--- src/rtl/riscv_hazard_scoreboard_if.sv ---
// Pipeline <-> hazard unit bundle: register indices and write enables per stage, memory handshake,
// and the hazard unit's forwarding, stall, flush and status outputs.
interface riscv_hazard_scoreboard_if #(
   parameter int REG_ADDR_W = 5,
   parameter int CNT_W      = 16
);
   logic [REG_ADDR_W-1:0] Rs1D, Rs2D, Rs1E, Rs2E;
   logic [REG_ADDR_W-1:0] RdE, RdM, RdW;
   logic                  RegWriteE, RegWriteM, RegWriteW;
   logic [1:0]            ResultSrcE;
   logic                  PCSrcE;
   logic                  MemReqM, MemAckM;
   logic [1:0]            ForwardAE, ForwardBE;
   logic                  StallF, StallD, StallE, StallM;
   logic                  FlushD, FlushE, FlushW;
   logic                  MemBusy, MemTimeout;
   logic [CNT_W-1:0]      StallCycles;

   modport master (
      output Rs1D, Rs2D, Rs1E, Rs2E, RdE, RdM, RdW,
             RegWriteE, RegWriteM, RegWriteW, ResultSrcE, PCSrcE, MemReqM, MemAckM,
      input  ForwardAE, ForwardBE, StallF, StallD, StallE, StallM,
             FlushD, FlushE, FlushW, MemBusy, MemTimeout, StallCycles
   );

   modport slave (
      input  Rs1D, Rs2D, Rs1E, Rs2E, RdE, RdM, RdW,
             RegWriteE, RegWriteM, RegWriteW, ResultSrcE, PCSrcE, MemReqM, MemAckM,
      output ForwardAE, ForwardBE, StallF, StallD, StallE, StallM,
             FlushD, FlushE, FlushW, MemBusy, MemTimeout, StallCycles
   );
endinterface

--- src/rtl/riscv_hazard_scoreboard.sv ---
// 5-stage RISC-V hazard unit: forwarding selects, load-use/RAW stalls, branch flushes, memory-wait FSM.
// Forward/stall/flush are combinational (0 cycles); MemBusy, MemTimeout, StallCycles registered; no handshake backpressure of its own.
module riscv_hazard_scoreboard #(
   parameter int REG_ADDR_W  = 5,
   parameter int MEM_LAT_MAX = 4,
   parameter int FWD_EN      = 1,
   parameter int CNT_W       = 16
) (
   input logic                      clk,
   input logic                      reset,
   riscv_hazard_scoreboard_if.slave hz
);
   localparam int               LAT_W   = $clog2(MEM_LAT_MAX + 1);
   localparam logic [LAT_W-1:0] LAT_MAX = LAT_W'(MEM_LAT_MAX);

   typedef enum logic {MEM_IDLE, MEM_WAIT} memState_t;

   memState_t        state, stateNext;
   logic [LAT_W-1:0] latCnt, latCntNext;
   logic             timeoutSet;
   logic             timeoutFlag;
   logic [CNT_W-1:0] stallCnt;
   logic [1:0]       fwdA, fwdB;
   logic             hitE, hitM, dataStall;
   logic             memWait, br, dStall;
   logic             stallFD;

   function automatic logic hit(input logic we, input logic [REG_ADDR_W-1:0] rd,
                                input logic [REG_ADDR_W-1:0] r);
      return we && (rd != '0) && (rd == r);
   endfunction

   always_comb begin
      fwdA = 2'b00;
      fwdB = 2'b00;
      if (FWD_EN != 0) begin
         if (hit(hz.RegWriteM, hz.RdM, hz.Rs1E))      fwdA = 2'b10;
         else if (hit(hz.RegWriteW, hz.RdW, hz.Rs1E)) fwdA = 2'b01;
         if (hit(hz.RegWriteM, hz.RdM, hz.Rs2E))      fwdB = 2'b10;
         else if (hit(hz.RegWriteW, hz.RdW, hz.Rs2E)) fwdB = 2'b01;
      end
   end

   // With forwarding only a load in E can't be bypassed in time; without it any E/M writer blocks D.
   always_comb begin
      hitE = hit(hz.RegWriteE, hz.RdE, hz.Rs1D) || hit(hz.RegWriteE, hz.RdE, hz.Rs2D);
      hitM = hit(hz.RegWriteM, hz.RdM, hz.Rs1D) || hit(hz.RegWriteM, hz.RdM, hz.Rs2D);
      if (FWD_EN != 0) dataStall = hitE && (hz.ResultSrcE == 2'b01);
      else             dataStall = hitE || hitM;
   end

   always_ff @(posedge clk or negedge reset) begin
      if (!reset) begin
         state  <= MEM_IDLE;
         latCnt <= '0;
      end else begin
         state  <= stateNext;
         latCnt <= latCntNext;
      end
   end

   always_comb begin
      stateNext  = state;
      latCntNext = latCnt;
      timeoutSet = 1'b0;
      case (state)
         MEM_IDLE: begin
            if (hz.MemReqM && !hz.MemAckM) begin
               stateNext  = MEM_WAIT;
               latCntNext = LAT_W'(1);
            end
         end
         MEM_WAIT: begin
            if (hz.MemAckM) begin
               stateNext  = MEM_IDLE;
               latCntNext = '0;
            end else if (latCnt == LAT_MAX) begin
               timeoutSet = 1'b1;
               stateNext  = MEM_IDLE;
               latCntNext = '0;
            end else begin
               latCntNext = latCnt + LAT_W'(1);
            end
         end
         default: begin
            stateNext  = MEM_IDLE;
            latCntNext = '0;
         end
      endcase
   end

   // A branch under a memory wait is held off until the wait ends; a taken branch kills D, so no load-use stall.
   always_comb begin
      memWait = (state == MEM_WAIT) && !hz.MemAckM;
      br      = hz.PCSrcE && !memWait;
      dStall  = dataStall && !memWait && !br;
      stallFD = reset && (memWait || dStall);

      hz.ForwardAE = reset ? fwdA : 2'b00;
      hz.ForwardBE = reset ? fwdB : 2'b00;
      hz.StallF    = stallFD;
      hz.StallD    = stallFD;
      hz.StallE    = reset && memWait;
      hz.StallM    = reset && memWait;
      hz.FlushD    = !reset || br;
      hz.FlushE    = !reset || br || dStall;
      hz.FlushW    = !reset || memWait;
   end

   always_ff @(posedge clk or negedge reset) begin
      if (!reset) begin
         timeoutFlag <= 1'b0;
         stallCnt    <= '0;
      end else begin
         if (timeoutSet)               timeoutFlag <= 1'b1;
         if (stallFD && !(&stallCnt))  stallCnt    <= stallCnt + CNT_W'(1);
      end
   end

   assign hz.MemBusy     = (state == MEM_WAIT);
   assign hz.MemTimeout  = timeoutFlag;
   assign hz.StallCycles = stallCnt;
endmodule
--- src/flat_wrapper.sv ---
// flat-port wrapper written by rule: the top's interface ports become plain ports
module riscv_hazard_scoreboard_flat 
#(
   parameter int REG_ADDR_W  = 5,
   parameter int MEM_LAT_MAX = 4,
   parameter int FWD_EN      = 1,
   parameter int CNT_W       = 16
)
  (clk, reset, hz_Rs1D, hz_Rs2D, hz_Rs1E, hz_Rs2E, hz_RdE, hz_RdM, hz_RdW, hz_RegWriteE, hz_RegWriteM, hz_RegWriteW, hz_ResultSrcE, hz_PCSrcE, hz_MemReqM, hz_MemAckM, hz_ForwardAE, hz_ForwardBE, hz_StallF, hz_StallD, hz_StallE, hz_StallM, hz_FlushD, hz_FlushE, hz_FlushW, hz_MemBusy, hz_MemTimeout, hz_StallCycles);
  riscv_hazard_scoreboard_if #(.REG_ADDR_W(REG_ADDR_W), .CNT_W(CNT_W)) hz_i ();
  input logic clk;
  input logic reset;
  input wire logic [$bits(hz_i.Rs1D)-1:0] hz_Rs1D;
  input wire logic [$bits(hz_i.Rs2D)-1:0] hz_Rs2D;
  input wire logic [$bits(hz_i.Rs1E)-1:0] hz_Rs1E;
  input wire logic [$bits(hz_i.Rs2E)-1:0] hz_Rs2E;
  input wire logic [$bits(hz_i.RdE)-1:0] hz_RdE;
  input wire logic [$bits(hz_i.RdM)-1:0] hz_RdM;
  input wire logic [$bits(hz_i.RdW)-1:0] hz_RdW;
  input wire logic [$bits(hz_i.RegWriteE)-1:0] hz_RegWriteE;
  input wire logic [$bits(hz_i.RegWriteM)-1:0] hz_RegWriteM;
  input wire logic [$bits(hz_i.RegWriteW)-1:0] hz_RegWriteW;
  input wire logic [$bits(hz_i.ResultSrcE)-1:0] hz_ResultSrcE;
  input wire logic [$bits(hz_i.PCSrcE)-1:0] hz_PCSrcE;
  input wire logic [$bits(hz_i.MemReqM)-1:0] hz_MemReqM;
  input wire logic [$bits(hz_i.MemAckM)-1:0] hz_MemAckM;
  output wire logic [$bits(hz_i.ForwardAE)-1:0] hz_ForwardAE;
  output wire logic [$bits(hz_i.ForwardBE)-1:0] hz_ForwardBE;
  output wire logic [$bits(hz_i.StallF)-1:0] hz_StallF;
  output wire logic [$bits(hz_i.StallD)-1:0] hz_StallD;
  output wire logic [$bits(hz_i.StallE)-1:0] hz_StallE;
  output wire logic [$bits(hz_i.StallM)-1:0] hz_StallM;
  output wire logic [$bits(hz_i.FlushD)-1:0] hz_FlushD;
  output wire logic [$bits(hz_i.FlushE)-1:0] hz_FlushE;
  output wire logic [$bits(hz_i.FlushW)-1:0] hz_FlushW;
  output wire logic [$bits(hz_i.MemBusy)-1:0] hz_MemBusy;
  output wire logic [$bits(hz_i.MemTimeout)-1:0] hz_MemTimeout;
  output wire logic [$bits(hz_i.StallCycles)-1:0] hz_StallCycles;
  assign hz_i.Rs1D = hz_Rs1D;
  assign hz_i.Rs2D = hz_Rs2D;
  assign hz_i.Rs1E = hz_Rs1E;
  assign hz_i.Rs2E = hz_Rs2E;
  assign hz_i.RdE = hz_RdE;
  assign hz_i.RdM = hz_RdM;
  assign hz_i.RdW = hz_RdW;
  assign hz_i.RegWriteE = hz_RegWriteE;
  assign hz_i.RegWriteM = hz_RegWriteM;
  assign hz_i.RegWriteW = hz_RegWriteW;
  assign hz_i.ResultSrcE = hz_ResultSrcE;
  assign hz_i.PCSrcE = hz_PCSrcE;
  assign hz_i.MemReqM = hz_MemReqM;
  assign hz_i.MemAckM = hz_MemAckM;
  assign hz_ForwardAE = hz_i.ForwardAE;
  assign hz_ForwardBE = hz_i.ForwardBE;
  assign hz_StallF = hz_i.StallF;
  assign hz_StallD = hz_i.StallD;
  assign hz_StallE = hz_i.StallE;
  assign hz_StallM = hz_i.StallM;
  assign hz_FlushD = hz_i.FlushD;
  assign hz_FlushE = hz_i.FlushE;
  assign hz_FlushW = hz_i.FlushW;
  assign hz_MemBusy = hz_i.MemBusy;
  assign hz_MemTimeout = hz_i.MemTimeout;
  assign hz_StallCycles = hz_i.StallCycles;
  riscv_hazard_scoreboard #(.REG_ADDR_W(REG_ADDR_W), .MEM_LAT_MAX(MEM_LAT_MAX), .FWD_EN(FWD_EN), .CNT_W(CNT_W)) u_core (.clk(clk), .reset(reset), .hz(hz_i));
endmodule
--- config.mk ---
export PLATFORM = sky130hd
export DESIGN_NAME = riscv_hazard_scoreboard_flat
export DESIGN_NICKNAME = d
export VERILOG_FILES = /design/src/rtl/riscv_hazard_scoreboard_if.sv /design/src/rtl/riscv_hazard_scoreboard.sv /design/src/flat_wrapper.sv
export SDC_FILE = /design/constraint.sdc
export NUM_CORES = 1
export LEC_CHECK = 0
export ABC_AREA = 1
export CELL_PAD_IN_SITES_DETAIL_PLACEMENT = 0
export CELL_PAD_IN_SITES_GLOBAL_PLACEMENT = 1
export CORE_UTILIZATION = 27
export CTS_BUF_LIST = sky130_fd_sc_hd__clkbuf_8
export DETAILED_ROUTE_END_ITERATION = 6
export PLACE_DENSITY = 0.89
export SLEW_MARGIN = 20
export SYNTH_ARGS = -nofsm -noshare
export SYNTH_HDL_FRONTEND = slang
export SYNTH_SLANG_ARGS = --single-unit
--- constraint.sdc ---
create_clock -name clk -period 2 [get_ports clk]
set_input_delay 0.6 -clock clk [delete_from_list [all_inputs] [get_ports clk]]
set_output_delay 0.6 -clock clk [all_outputs]
set_load 0.02 [all_outputs]
[After elaboration in Yosys (flattened, before gate mapping)]
Index checks and enable logic that the tools add are counted.
Operators by class
  add/subtract/negate cells: 2
  multipliers: 0
  divide/modulo/power cells: 0
  $lt $le $gt $ge: 0
  equal/unequal tests: 9
  shift operators: 0
  mux-type cells: 17
  bitwise gates (word level): 1
  reduce and logical (&&, ||, !) cells: 32
Operator list (number)
  5-bit equality test: 6
  1-bit logical AND: 18
  16-bit by 1-bit adder with 16-bit output (second input constant): 1
  16-bit AND reduction: 1
  5-bit nonzero test: 3
  3-bit 2-to-1 mux: 3
  1-bit 2-to-1 mux: 8
  2-bit 2-to-1 mux: 4
  3-bit case mux with 2 select lines: 1
  1-bit zero test: 5
  1-bit logical OR: 5
  3-bit by 1-bit adder with 3-bit output (second input constant): 1
  3-bit equality test (second input constant): 1
  2-bit by 1-bit equality test with 1-bit output (second input constant): 1
  2-bit by 1-bit inequality test with 1-bit output (second input constant): 1
  1-bit case mux with 2 select lines: 1
  1-bit inverter: 1
Storage, ports and cells
  flip-flop bits (word level): 21
  latch bits: 0
  RAM bits: 0
  bits in read-only memories: 0
  output and inout port bits: 29
  logic and storage cells: 65
  memories: 0

[Depth between registers and ports, before layout]
Gate-level depths: netlist of run 1.
  word-level depth: 10
  depth in mapped cells: 12

[Least setup slack after synthesis of run 1]
Ideal clock, no wire load.
  path kind: in2out
  from: input port hz_MemAckM
  to: output port hz_StallF
  arrival: 1.696 ns
  data required time: 1.400 ns
  path slack: -0.296 ns
  stages: 7
  path through: inv_1 > nand2_2 > nor2_1 > inv_1 > nand2_4 > buf_8 > buf_4
Between the ends
  cells in the longest elaborated chain, start to end: 8
Ends and longest elaborated chain
  start: declaration: line flat_wrapper.sv:26  | input wire logic [$bits(hz_i.MemAckM)-1:0] hz_MemAckM;
  1-bit zero test *: line riscv_hazard_scoreboard.sv:94  | memWait = (state == MEM_WAIT) && !hz.MemAckM;
  1-bit logical AND *: line riscv_hazard_scoreboard.sv:94
  1-bit zero test: line riscv_hazard_scoreboard.sv:95, riscv_hazard_scoreboard.sv:96
  1-bit logical AND: line riscv_hazard_scoreboard.sv:95  | br = hz.PCSrcE && !memWait;
  1-bit zero test: line riscv_hazard_scoreboard.sv:96  | dStall = dataStall && !memWait && !br;
  1-bit logical AND: line riscv_hazard_scoreboard.sv:96
  1-bit logical OR *: line riscv_hazard_scoreboard.sv:97  | stallFD = reset && (memWait || dStall);
  1-bit logical AND *: line riscv_hazard_scoreboard.sv:97
  end: declaration: line flat_wrapper.sv:29  | output wire logic [$bits(hz_i.StallF)-1:0] hz_StallF;
Mark *: on every way between the ends. The rest lies on a longest branch, timed or not.

[Worst setup path after layout of run 1]
  from: input port hz_RdW[3]
  to: output port hz_ForwardBE[0]
Between the ends
  cells in the longest elaborated chain, start to end: 6
Ends and longest elaborated chain
  start: declaration: line flat_wrapper.sv:19  | input wire logic [$bits(hz_i.RdW)-1:0] hz_RdW;
  5-bit nonzero test: line riscv_hazard_scoreboard.sv:30  | return we && (rd != '0) && (rd == r);
  1-bit logical AND: line riscv_hazard_scoreboard.sv:30
  1-bit logical AND *: line riscv_hazard_scoreboard.sv:30
  1-bit 2-to-1 mux *: line riscv_hazard_scoreboard.sv:40  | else if (hit(hz.RegWriteW, hz.RdW, hz.Rs2E)) fwdB = 2'b01;
  2-bit 2-to-1 mux *: line riscv_hazard_scoreboard.sv:39  | if (hit(hz.RegWriteM, hz.RdM, hz.Rs2E)) fwdB = 2'b10;
  2-bit 2-to-1 mux *: line riscv_hazard_scoreboard.sv:100  | hz.ForwardBE = reset ? fwdB : 2'b00;
  end: declaration: line flat_wrapper.sv:28  | output wire logic [$bits(hz_i.ForwardBE)-1:0] hz_ForwardBE;
Marked as above.

==> metrics, run 1 <==
Fillers=just over 600; Worst R2R Start=u_core.hz.StallCycles[0]; R2R cell count=9; Num Clock Sinks=21; P_sw=approximately 0.53 mW; htree depth=1; unrepaired setup endpoints after global routing=yes; max incr delay on CP=approximately 240 ps; Die ar.=about 0.0070 mm^2; Avg Inst Size Synth=between 6 and 7 um^2; mux contribution to synthesized area=0; post-synth cell types=30; endpoints failing setup=6; Synth area leaders=dfrtp_1, nand2_1, nand3_1; combinational share of power=0.445; post-route setup slack=-169 ps; Total GRT Usage=0.149; top-count cell post-synth=nand2_1; # DRC=0; final setup TNS=-611 ps; initial core utilization=0.282; Post-DP Area=approximately 0.0028 mm^2; violated checks=negative setup slack; Flop pwr share=0.368; ys async rst share=1.00; share of layout cells above drive strength 1=0.376; DRT antenna net count=0; die span in x=approximately 84 um; Post-Synthesis Cells=between 200 and 300; area leader, netlist=dfrtp_1; post-synthesis simple-gate area fraction=0.405; pwr dens=475 mW/mm^2; Main synth FF type=dfrtp_1; Post-synth EDFFs=0; DPL Wire Length=around 4 mm; WL per Instance=between 10 and 15 um; Arr. time, crit path=1570 ps; initial DRC count=between 40 and 50; critical path class=input pin to output pin; first-pass GRT wire length=approximately 8.7 mm; root buf cell=clkbuf_8; CTS tree=built; synthesized flop and latch total=21; VDD IR max=0.000344 V; largest net degree at the start of global routing=17; Core Area=around 0.0064 mm^2; mapped cell area=approximately 0.0018 mm^2; Fin. Hold Viols=0; vias in the first global route=1995; Post-Syn Nets=315; post-route cell area=~0.0031 mm^2; vias=a little under 2k; Clock Tree Buf Depth=2; Critical Path Fanout Max=4; Sw Ratio=0.354; GRT overflow=0; Leak=between 1.5 and 2 nW; clock share of power=0.187; Num CTS Buffers=3; Core Rows=29; top cell type's share of synthesized area=0.291; Hold Crit Class=input pin to asynchronous set/reset pin; RR Endpoint=u_core.hz.StallCycles[0]; I/O Pins=74; Syn-to-layout area delta=73.4%; maximum clock frequency=around 0.46 GHz; Final period util=1.08; Layout Skew=between 6 and 7 ps; worst hold margin=~290 ps; n_diodes=0; commonest cells in the netlist=nand2_1, inv_1, nand3_1, nor2_1, dfrtp_1; final WL=approximately 5.2 mm; Final min period=roughly 2200 ps; Max-slew headroom=0.806; pre-CTS setup slack=-1110 ps; critical path's most frequent cell=buf_4; Req. time, crit path=between 1000 and 1500 ps; element type at the critical path end=output pin; xor and xnor fraction of the mapped netlist area=0.131; Internal=roughly 0.96 mW; Die H=~84 um; Via density=about 4.5; Layout Nets=413; Slew Viols, Final=0; first drt pass iteration count=4; adder-cell share of the synthesized area=0.0208; clk_lat worst skew=~260 ps; Synth Area in Compound Gates=0.0396; Tightest Pin Transition=roughly 290 ps; port bufs=73; GP Congestion=just under 0.8; status=finished, violations left; critical-path cell list=buf_4 -> inv_4 -> or2_4 -> nand3_2 -> nor4_2 -> nand3_1 -> nor2_1 -> buf_4; Critical Path Start Type=input pin; Slowest-stage cell, CP=nor4_2; Syn. warnings=0; largest family of logic cells by synthesized area=simple AND/OR/NAND/NOR gates; initial antenna violation count=0; Seq/Total Area, Yosys=0.291; clock-pin slew on the worst setup and hold paths=80 ps; reg-to-reg slack, setup=roughly 350 ps; Max-Cap Viols=0
placed cells by master (no fill, tap or decap), types with 2 or more instances in the layout:
| master | count |
|---|---|
| inv_4 | 3 |
| buf_12 | 2 |
| buf_2 | 16 |
| nor3_1 | 2 |
| xnor2_4 | 2 |
| xnor2_1 | 3 |
| nor2_1 | 20 |
| ha_1 | 3 |
| xor2_1 | 11 |
| nand3_1 | 24 |
| nand3_2 | 4 |
| buf_8 | 9 |
| dfrtp_1 | 21 |
| a21oi_2 | 2 |
| nand2_8 | 2 |
| dlygate4sd2_1 | 4 |
| nor2_4 | 4 |
| buf_4 | 23 |
| dlymetal6s2s_1 | 2 |
| nand4_1 | 4 |
| o21ai_0 | 3 |
| clkbuf_2 | 3 |
| nand2_2 | 8 |
| clkbuf_8 | 3 |
| buf_6 | 22 |
| or2_4 | 2 |
| nor2_2 | 5 |
| inv_1 | 30 |
| xor2_4 | 2 |
| nand2_4 | 3 |
| nand2_1 | 77 |
| clkdlybuf4s50_1 | 17 |
| xnor2_2 | 9 |
| inv_2 | 5 |
worst max path at each step:
stage          slack, ps       start               to  depth (start not counted)
2_1_floorplan        -40  hz_MemAckM        hz_StallF                          8
3_3_place_gp       -1040   hz_RdE[1]        hz_StallF                         10
3_5_place_dp       -1110   hz_RdE[1]        hz_StallF                         10
4_1_cts             -250   hz_RdW[0]  hz_ForwardBE[0]                          7
5_1_grt             -260   hz_RdM[3]  hz_ForwardAE[0]                          9
6_report            -170   hz_RdW[3]  hz_ForwardBE[0]                          8
cells by family (layout without fill, tap and decap cells):
| logic type | count (synthesis) | after routing |
|---|---|---|
| flip-flops | 21 | 21 |
| buffers and inverters | 44 | 141 |
| AND/OR/NAND/NOR | 161 | 161 |
| adder cells (fa/ha/maj) | 3 | 3 |
| XOR/XNOR | 27 | 27 |
| AO/OA/AOI/OAI | 11 | 11 |
stage by stage:
step,instances,utilization,total power [mW]
2_1_floorplan,267,-,0.838
3_3_place_gp,434,0.436,1.13
3_5_place_dp,434,0.436,1.14
4_1_cts,441,0.454,1.45
5_1_grt,441,0.490,1.59
6_report,441,0.490,1.49
layout make-up:
cell class	count	area [um^2]	area share
clock inverters	1	3.75	0.00120
flip-flops and latches	21	526	0.168
multi-input cells	202	1370	0.437
repair buffers	98	921	0.295
clock buffers	3	41.3	0.0132
inverters	39	174	0.0556
well taps	77	96.3	0.0308
per-layer routing:
metal,share of wire,global-route usage
met2,0.50,0.261
met1,0.43,0.188
met3,0.049,0.0257
met5,0,0
met4,0.022,0.0385
flip-flops by register name (all words and copies together) (netlist names):
name,flops
u_core.hz.StallCycles,16
u_core.hz.MemTimeout,1
u_core.hz.MemBusy,1
u_core.latCnt,3
critical path: cells and delay by family:
family	cells	cell delay (ps)
buffers and inverters	3	330
and+or+nand+nor	5	620
power by group through the flow:
stage / Combinational, mW / Clock, mW / Sequential, mW
after detailed placement: 0.587 / 0 / 0.557
after global routing: 0.720 / 0.313 / 0.561
after global placement: 0.578 / 0 / 0.556
final: 0.661 / 0.278 / 0.548
after floorplan: 0.233 / 0 / 0.606
after CTS: 0.608 / 0.296 / 0.550
timing repair:
| action | CTS | global route |
|---|---|---|
| gates cloned | 0 | 0 |
| endpoints found under the setup margin | 27 | 9 |
| resized for setup | 274 | 57 |
| buffers inserted | 3 | 0 |
| hold buffers | 0 | 0 |
| pin swaps | 47 | 39 |
No activity file was read; power rests on OpenSTA's default activity.
==> inputs of run 2 (changes only) <==
Settings changed: ABC_CLOCK_PERIOD_IN_PS set to 2000.
==> results of run 2 <==
Same layout as run 1: the final DEF is identical, and so are final timing and power.
